### config.mk
export PLATFORM = sky130hd
export DESIGN_NAME = snake_pixel_renderer
export DESIGN_NICKNAME = d
export VERILOG_FILES = /design/src/rtl/snake_pkg.sv /design/src/rtl/board_cell_ram.sv /design/src/rtl/snake_pixel_renderer.sv
export SDC_FILE = /design/constraint.sdc
export NUM_CORES = 2
export LEC_CHECK = 0
export CAP_MARGIN = 30
export CORE_MARGIN = 1.5
export CORE_UTILIZATION = 40
export CTS_BUF_LIST = sky130_fd_sc_hd__clkbuf_2 sky130_fd_sc_hd__clkbuf_4 sky130_fd_sc_hd__clkbuf_8
export CTS_CLUSTER_DIAMETER = 40
export DETAILED_ROUTE_END_ITERATION = 16
export SLEW_MARGIN = 20
export SYNTH_ARGS = -nofsm -noshare
export SYNTH_HDL_FRONTEND = slang
export SYNTH_SLANG_ARGS = --single-unit
### constraint.sdc
create_clock -name clk25 -period 57.4 [get_ports clk25]
set_clock_uncertainty 0.1 [all_clocks]
set_input_delay 14.35 -clock clk25 [delete_from_list [all_inputs] [get_ports clk25]]
set_output_delay 14.35 -clock clk25 [all_outputs]
set_load 0.05 [all_outputs]
### src/rtl/snake_pkg.sv
// Shared constants and types for the snake board renderer: cell codes, colours,
// board geometry and the divide-by-20 helper used for pixel-to-cell mapping.
package snake_pkg;

   localparam int GRID_W      = 32;
   localparam int GRID_H      = 24;
   localparam int CELL_PX     = 20;
   localparam int DIV20_MUL   = 205;
   localparam int DIV20_SHIFT = 12;

   typedef enum logic [1:0] {
      CELL_EMPTY = 2'd0,
      CELL_BODY  = 2'd1,
      CELL_HEAD  = 2'd2,
      CELL_FOOD  = 2'd3
   } cell_t;

   localparam logic [11:0] C_BLACK  = 12'h000;
   localparam logic [11:0] C_WHITE  = 12'hFFF;
   localparam logic [11:0] C_RED    = 12'hF00;
   localparam logic [11:0] C_GREEN  = 12'h0F0;
   localparam logic [11:0] C_BLUE   = 12'h00F;
   localparam logic [11:0] C_ORANGE = 12'hF80;

   typedef enum logic {
      ST_IDLE  = 1'b0,
      ST_CLEAR = 1'b1
   } clr_state_t;

   typedef struct packed {
      logic in_range;
      logic wall;
   } pix_flags_t;

   // (p*205)>>12 equals p/20 for every on-screen coordinate; off-screen results
   // wrap in 5 bits but are masked by the range flag downstream.
   function automatic logic [4:0] div20(input logic [9:0] p);
      logic [17:0] prod;
      prod = {8'd0, p} * 18'(DIV20_MUL);
      return prod[DIV20_SHIFT +: 5];
   endfunction

endpackage

### src/rtl/board_cell_ram.sv
// Board cell storage: simple dual-port RAM, one synchronous write and one
// registered read port. Not reset; read-during-write returns the old value.
module board_cell_ram #(
   parameter int AW = 10,
   parameter int DW = 2
) (
   input  logic          clk,
   input  logic          we,
   input  logic [AW-1:0] waddr,
   input  logic [DW-1:0] wdata,
   input  logic [AW-1:0] raddr,
   output logic [DW-1:0] rdata
);

   logic [DW-1:0] mem_q [0:(1<<AW)-1];
   logic [DW-1:0] rdata_q;

   always_ff @(posedge clk) begin
      if (we) mem_q[waddr] <= wdata;
      rdata_q <= mem_q[raddr];
   end

   assign rdata = rdata_q;

endmodule

### src/rtl/snake_pixel_renderer.sv
// Pixel colour source for the VGA stage: maps pixel coordinates to board cells,
// looks them up in the board RAM and emits RGB444 with a fixed 3-cycle latency.
module snake_pixel_renderer #(
   parameter int CELL_PX = 20,
   parameter int GRID_W  = 32,
   parameter int GRID_H  = 24
) (
   input  logic        clk25,
   input  logic        rst_n,
   input  logic [9:0]  pix_h,
   input  logic [9:0]  pix_v,
   output logic [11:0] data,
   input  logic        wr_en,
   input  logic [4:0]  wr_x,
   input  logic [4:0]  wr_y,
   input  logic [1:0]  wr_cell,
   input  logic        clear_req,
   input  logic        game_over,
   output logic        busy
);
   import snake_pkg::*;

   localparam logic [9:0] PIX_W    = 10'(GRID_W * CELL_PX);
   localparam logic [9:0] PIX_H    = 10'(GRID_H * CELL_PX);
   localparam logic [9:0] CNT_LAST = 10'(GRID_W * GRID_H - 1);
   localparam logic [4:0] COL_LAST = 5'(GRID_W - 1);
   localparam logic [4:0] ROW_LAST = 5'(GRID_H - 1);

   clr_state_t  state_q, state_d;
   logic [9:0]  cnt_q, cnt_d;
   logic        ram_we;
   logic [9:0]  ram_waddr;
   logic [1:0]  ram_wdata;

   assign busy = (state_q == ST_CLEAR);

   // Clear sequencer owns the write port while busy; game writes only in IDLE.
   always_comb begin
      state_d   = state_q;
      cnt_d     = cnt_q;
      ram_we    = 1'b0;
      ram_waddr = {wr_y, wr_x};
      ram_wdata = wr_cell;
      case (state_q)
         ST_IDLE: begin
            ram_we = wr_en && ({1'b0, wr_x} < 6'(GRID_W)) && ({1'b0, wr_y} < 6'(GRID_H));
            if (clear_req) begin
               state_d = ST_CLEAR;
               cnt_d   = '0;
            end
         end
         ST_CLEAR: begin
            ram_we    = 1'b1;
            ram_waddr = cnt_q;
            ram_wdata = CELL_EMPTY;
            if (cnt_q == CNT_LAST) begin
               state_d = ST_IDLE;
               cnt_d   = '0;
            end else begin
               cnt_d = cnt_q + 10'd1;
            end
         end
         default: state_d = ST_CLEAR;
      endcase
   end

   always_ff @(posedge clk25 or negedge rst_n) begin
      if (!rst_n) begin
         state_q <= ST_CLEAR;
         cnt_q   <= '0;
      end else begin
         state_q <= state_d;
         cnt_q   <= cnt_d;
      end
   end

   // S1: cell index and per-pixel flags
   logic [4:0]  col_d, row_d, col_q, row_q;
   pix_flags_t  flags1_d, flags1_q, flags2_q;

   always_comb begin
      col_d             = div20(pix_h);
      row_d             = div20(pix_v);
      flags1_d.in_range = (pix_h < PIX_W) && (pix_v < PIX_H);
      flags1_d.wall     = (col_d == 5'd0) || (col_d == COL_LAST) ||
                          (row_d == 5'd0) || (row_d == ROW_LAST);
   end

   always_ff @(posedge clk25 or negedge rst_n) begin
      if (!rst_n) begin
         col_q    <= '0;
         row_q    <= '0;
         flags1_q <= '0;
         flags2_q <= '0;
      end else begin
         col_q    <= col_d;
         row_q    <= row_d;
         flags1_q <= flags1_d;
         flags2_q <= flags1_q;
      end
   end

   // S2: RAM read, flags ride alongside in flags2_q
   logic [1:0] rd_cell;

   board_cell_ram #(.AW(10), .DW(2)) u_ram (
      .clk   (clk25),
      .we    (ram_we),
      .waddr (ram_waddr),
      .wdata (ram_wdata),
      .raddr ({row_q, col_q}),
      .rdata (rd_cell)
   );

   // S3: colour
   logic [11:0] data_d, data_q;

   always_comb begin
      data_d = C_BLACK;
      if (!busy && flags2_q.in_range) begin
         if (flags2_q.wall) begin
            data_d = C_WHITE;
         end else begin
            case (cell_t'(rd_cell))
               CELL_EMPTY: data_d = C_BLACK;
               CELL_BODY:  data_d = game_over ? C_RED    : C_GREEN;
               CELL_HEAD:  data_d = game_over ? C_ORANGE : C_BLUE;
               CELL_FOOD:  data_d = C_RED;
               default:    data_d = C_BLACK;
            endcase
         end
      end
   end

   always_ff @(posedge clk25 or negedge rst_n) begin
      if (!rst_n) data_q <= C_BLACK;
      else        data_q <= data_d;
   end

   assign data = data_q;

endmodule
==> summary.txt <==
Status = finished, final reports clean
Initial antenna violation count = 11
Sequential fraction of the synthesis area = 0.707
CTS buffer count = 363
Routed Antenna Nets = 0
Worst-skew pair later-pin latency = 1.05 ns
Hold depth = 0
Period utilisation layout = 0.324
Mean area per synthesized cell = 16.9 um2
Hold Crit Start = flags1_q[0]$_DFF_PN0_
Final setup viols = 0
Final wirelength = 237000 um
DRT iter0 DRCs = 6018
RSZ-0062 raised after global routing = false
CTS tree = built
Vias per cell = 5.76
Total number of vias = 48973
Syn_nets = 5367
Rel. slew slack = 0.269
Core area = 219000 um2
Root buf cell = clkbuf_8
Synth Register Bits = 2079
RR Endpoint = u_ram.rdata[1]$_DFF_P_
Vias in the first global route = 50395
Power, Total = 4060 uW
Critical path type = primary input to register
Synth-to-Final Area Change = 11.9%
Hold buffer count at cts = 0
Clk buf depth = 4
Die W = 472 um
First-pass GRT wire length = 343000 um
Minimum clock period = 18.59 ns
Crit-path max FO = 5
CTS sink cnt = 2079
Critical path arrival = 19.40 ns
# nets final = 5527
H-tree depth = 5
# fillers = 18869
Power per cell area = 41.2 nW/um2
Max Clock Freq = 53.8 MHz
Die area = 223000 um2
Distinct cell type count after synthesis = 86
Post-cts sizing count = 0
Number of setup buffers added after CTS = 0
Critical path endpoint category = register
Die Y = 472 um
Ys Warns = 0
Critical path destination = flags1_q[0]$_DFF_PN0_
Top Ports = 50
Synthesized instance count = 5204
Worst r2r src = col_q[0]$_DFF_PN0_
Reg-to-reg setup timing slack = 50.77 ns
Starting density of the core = 0.402
Share of cells above drive strength 1 = 0.213
Sum Neg Setup Slack = 0 ns
IO buf count = 49
Max Cap Viol = 0
Post-synth EDFFs = 2048
Ys flop type = edfxtp_1
Maximum vdd ir drop = 0.0366 mV
Endpoints failing hold = 0
Slew @ Worst Pin = 1.10 ns
Total Routing Usage GR = 0.211
Final GP Congestion = 0.822
Setup crit start kind = primary input
Static Leakage = 0.0315 uW
Reg clk slew, reported paths = 0.05 ns
Launching element of the worst setup path = pix_v[8]
Synth Cell Area = 88100 um2
Largest net degree at the start of global routing = 223
Post-synth ARST share = 0.0139
WL per Instance = 27.9 um
Row cnt = 172
Hold WC Path Type = register to register
FF-to-FF path depth = 11
DP Wirelength = 134000 um
Max Slew Vio Count = 0
Critical Path RT = 58.21 ns
# DRC = 0
GR Overflow Total = 0
First-pass DRT Iterations = 5
-- metrics by stage --
step           cell area [um2]  utilization  cells  hold slack (ns)  setup slack [ns]
2_1_floorplan            88100            -   5204            0.231             13.44
3_3_place_gp             91100        0.416   7851            0.241             37.83
3_5_place_dp             91300        0.416   7861            0.240             37.76
4_1_cts                  98400        0.448   8484            0.257             38.88
5_1_grt                  98500        0.449   8494            0.260             38.54
6_report                 98600        0.449   8498            0.248             38.81
-- logic make-up (layout without fill, tap and decap cells) --
kind of cell	Yosys count	after routing	share of synthesized area
adder cells (fa/ha/maj)	127	127	0.0209
AND/OR/NAND/NOR	1483	1483	0.0703
multiplexers	608	608	0.138
buffers and inverters	511	929	0.0305
AO/OA/AOI/OAI	382	382	0.0319
XOR/XNOR	14	14	0.00139
other	0	5	0
flip-flops	2079	2079	0.707
-- layer usage --
layer  up-vias  wire, um  track usage
met3       438     20100       0.0438
met4        10      7440       0.0707
met2      2165    113000        0.339
li1      20637         -            -
met1     25723     96400        0.287
met5         -        72            0
-- flip-flops by register name, summed over array words and instances, names as in the netlist --
register     flops
flags1_q         2
row_q            5
u_ram.rdata      2
col_q            5
flags2_q         2
busy             1
cnt_q           10
data             4
u_ram.mem_q   2048
-- worst min-delay path by stage --
stage | end
floorplan | flags2_q[0]$_DFF_PN0_
global placement | flags2_q[0]$_DFF_PN0_
detailed placement | flags2_q[1]$_DFF_PN0_
CTS | flags2_q[0]$_DFF_PN0_
global route | flags2_q[1]$_DFF_PN0_
finish | flags2_q[0]$_DFF_PN0_
-- power by group --
group / internal (uW) / switching (uW)
Clock: 748 / 597
Sequential: 1650 / 30.1
Combinational: 446 / 594
Total: 2840 / 1220
-- synth_stat cells (8+ instances only) --
library cell  instances  share of area
a2111oi_0            25         0.0025
a211o_1              16         0.0016
a211oi_1             35         0.0030
a21oi_1              30         0.0017
a221o_1               9         0.0010
a221oi_1             22         0.0022
a22o_1               26         0.0026
a22oi_1              55         0.0047
a31oi_1              13        0.00092
a32oi_1              16         0.0016
and2_1               13        0.00092
and3_1               13        0.00092
buf_1                31         0.0013
buf_2                40         0.0023
buf_4                68         0.0058
buf_6                47         0.0060
clkbuf_1            199         0.0085
dfrtp_1              28         0.0080
edfxtp_1           2048           0.70
fa_1                 34         0.0077
ha_1                 92          0.013
inv_1               113         0.0048
mux2_2               22         0.0028
mux2i_1             116          0.013
mux4_1               50          0.015
mux4_2              420           0.11
nand2_1             133         0.0057
nand2b_1             16         0.0011
nand3_1              32         0.0018
nand4_1              20         0.0014
nor2_1             1113          0.047
nor2b_1              31         0.0022
nor3_1               30         0.0017
nor4_1               20         0.0014
o211ai_1              8        0.00068
o21ai_0              48         0.0027
o221ai_1              9        0.00089
o22ai_1              35         0.0025
or2_2                 8        0.00057
or3_1                11        0.00078
xnor2_1              10        0.00099
-- final cells by class --
| type | count | area, um2 | share of cell area |
|---|---|---|---|
| multi-input cells | 2614 | 23400 | 0.237 |
| clock buffers | 465 | 5800 | 0.0588 |
| repair buffers | 192 | 1840 | 0.0187 |
| diodes | 5 | 12.5 | 0.000127 |
| flip-flops and latches | 2079 | 62300 | 0.632 |
| clock inverters | 158 | 1240 | 0.0126 |
| well taps | 2871 | 3590 | 0.0364 |
| inverters | 114 | 428 | 0.00434 |
-- critical path: stages --
cell and delay [ns]:
clkdlybuf4s50_1 0.53, ha_1 0.37, inv_1 0.06, fa_1 0.47
inv_1 0.05, fa_1 0.49, inv_1 0.05, fa_1 0.47
inv_1 0.04, ha_1 0.28, a21o_1 0.18, a221o_1 0.38
a2111oi_0 0.76, nor3_1 0.14, nor3b_1 0.40, mux2i_1 0.27
o211ai_1 0.11
-- placed cells by master (no fill, tap or decap), types with 22 or more instances in the layout --
cell / n
o22ai_1: 35
clkinv_2: 38
a21oi_1: 30
mux4_1: 50
a2111oi_0: 22
nor2_1: 1110
a22o_1: 26
a221oi_1: 22
ha_1: 92
nor2b_1: 25
o21ai_0: 48
edfxtp_1: 2048
a22oi_1: 55
mux2i_1: 116
mux2_2: 22
a211oi_1: 35
fa_1: 34
dfrtp_1: 22
mux4_2: 420
clkbuf_4: 96
nor3_1: 30
clkinv_1: 81
nand3_1: 28
nand2_1: 108
inv_1: 113
clkbuf_8: 369
clkdlybuf4s50_1: 48
buf_4: 122
Power figures use the tool's default switching activity.
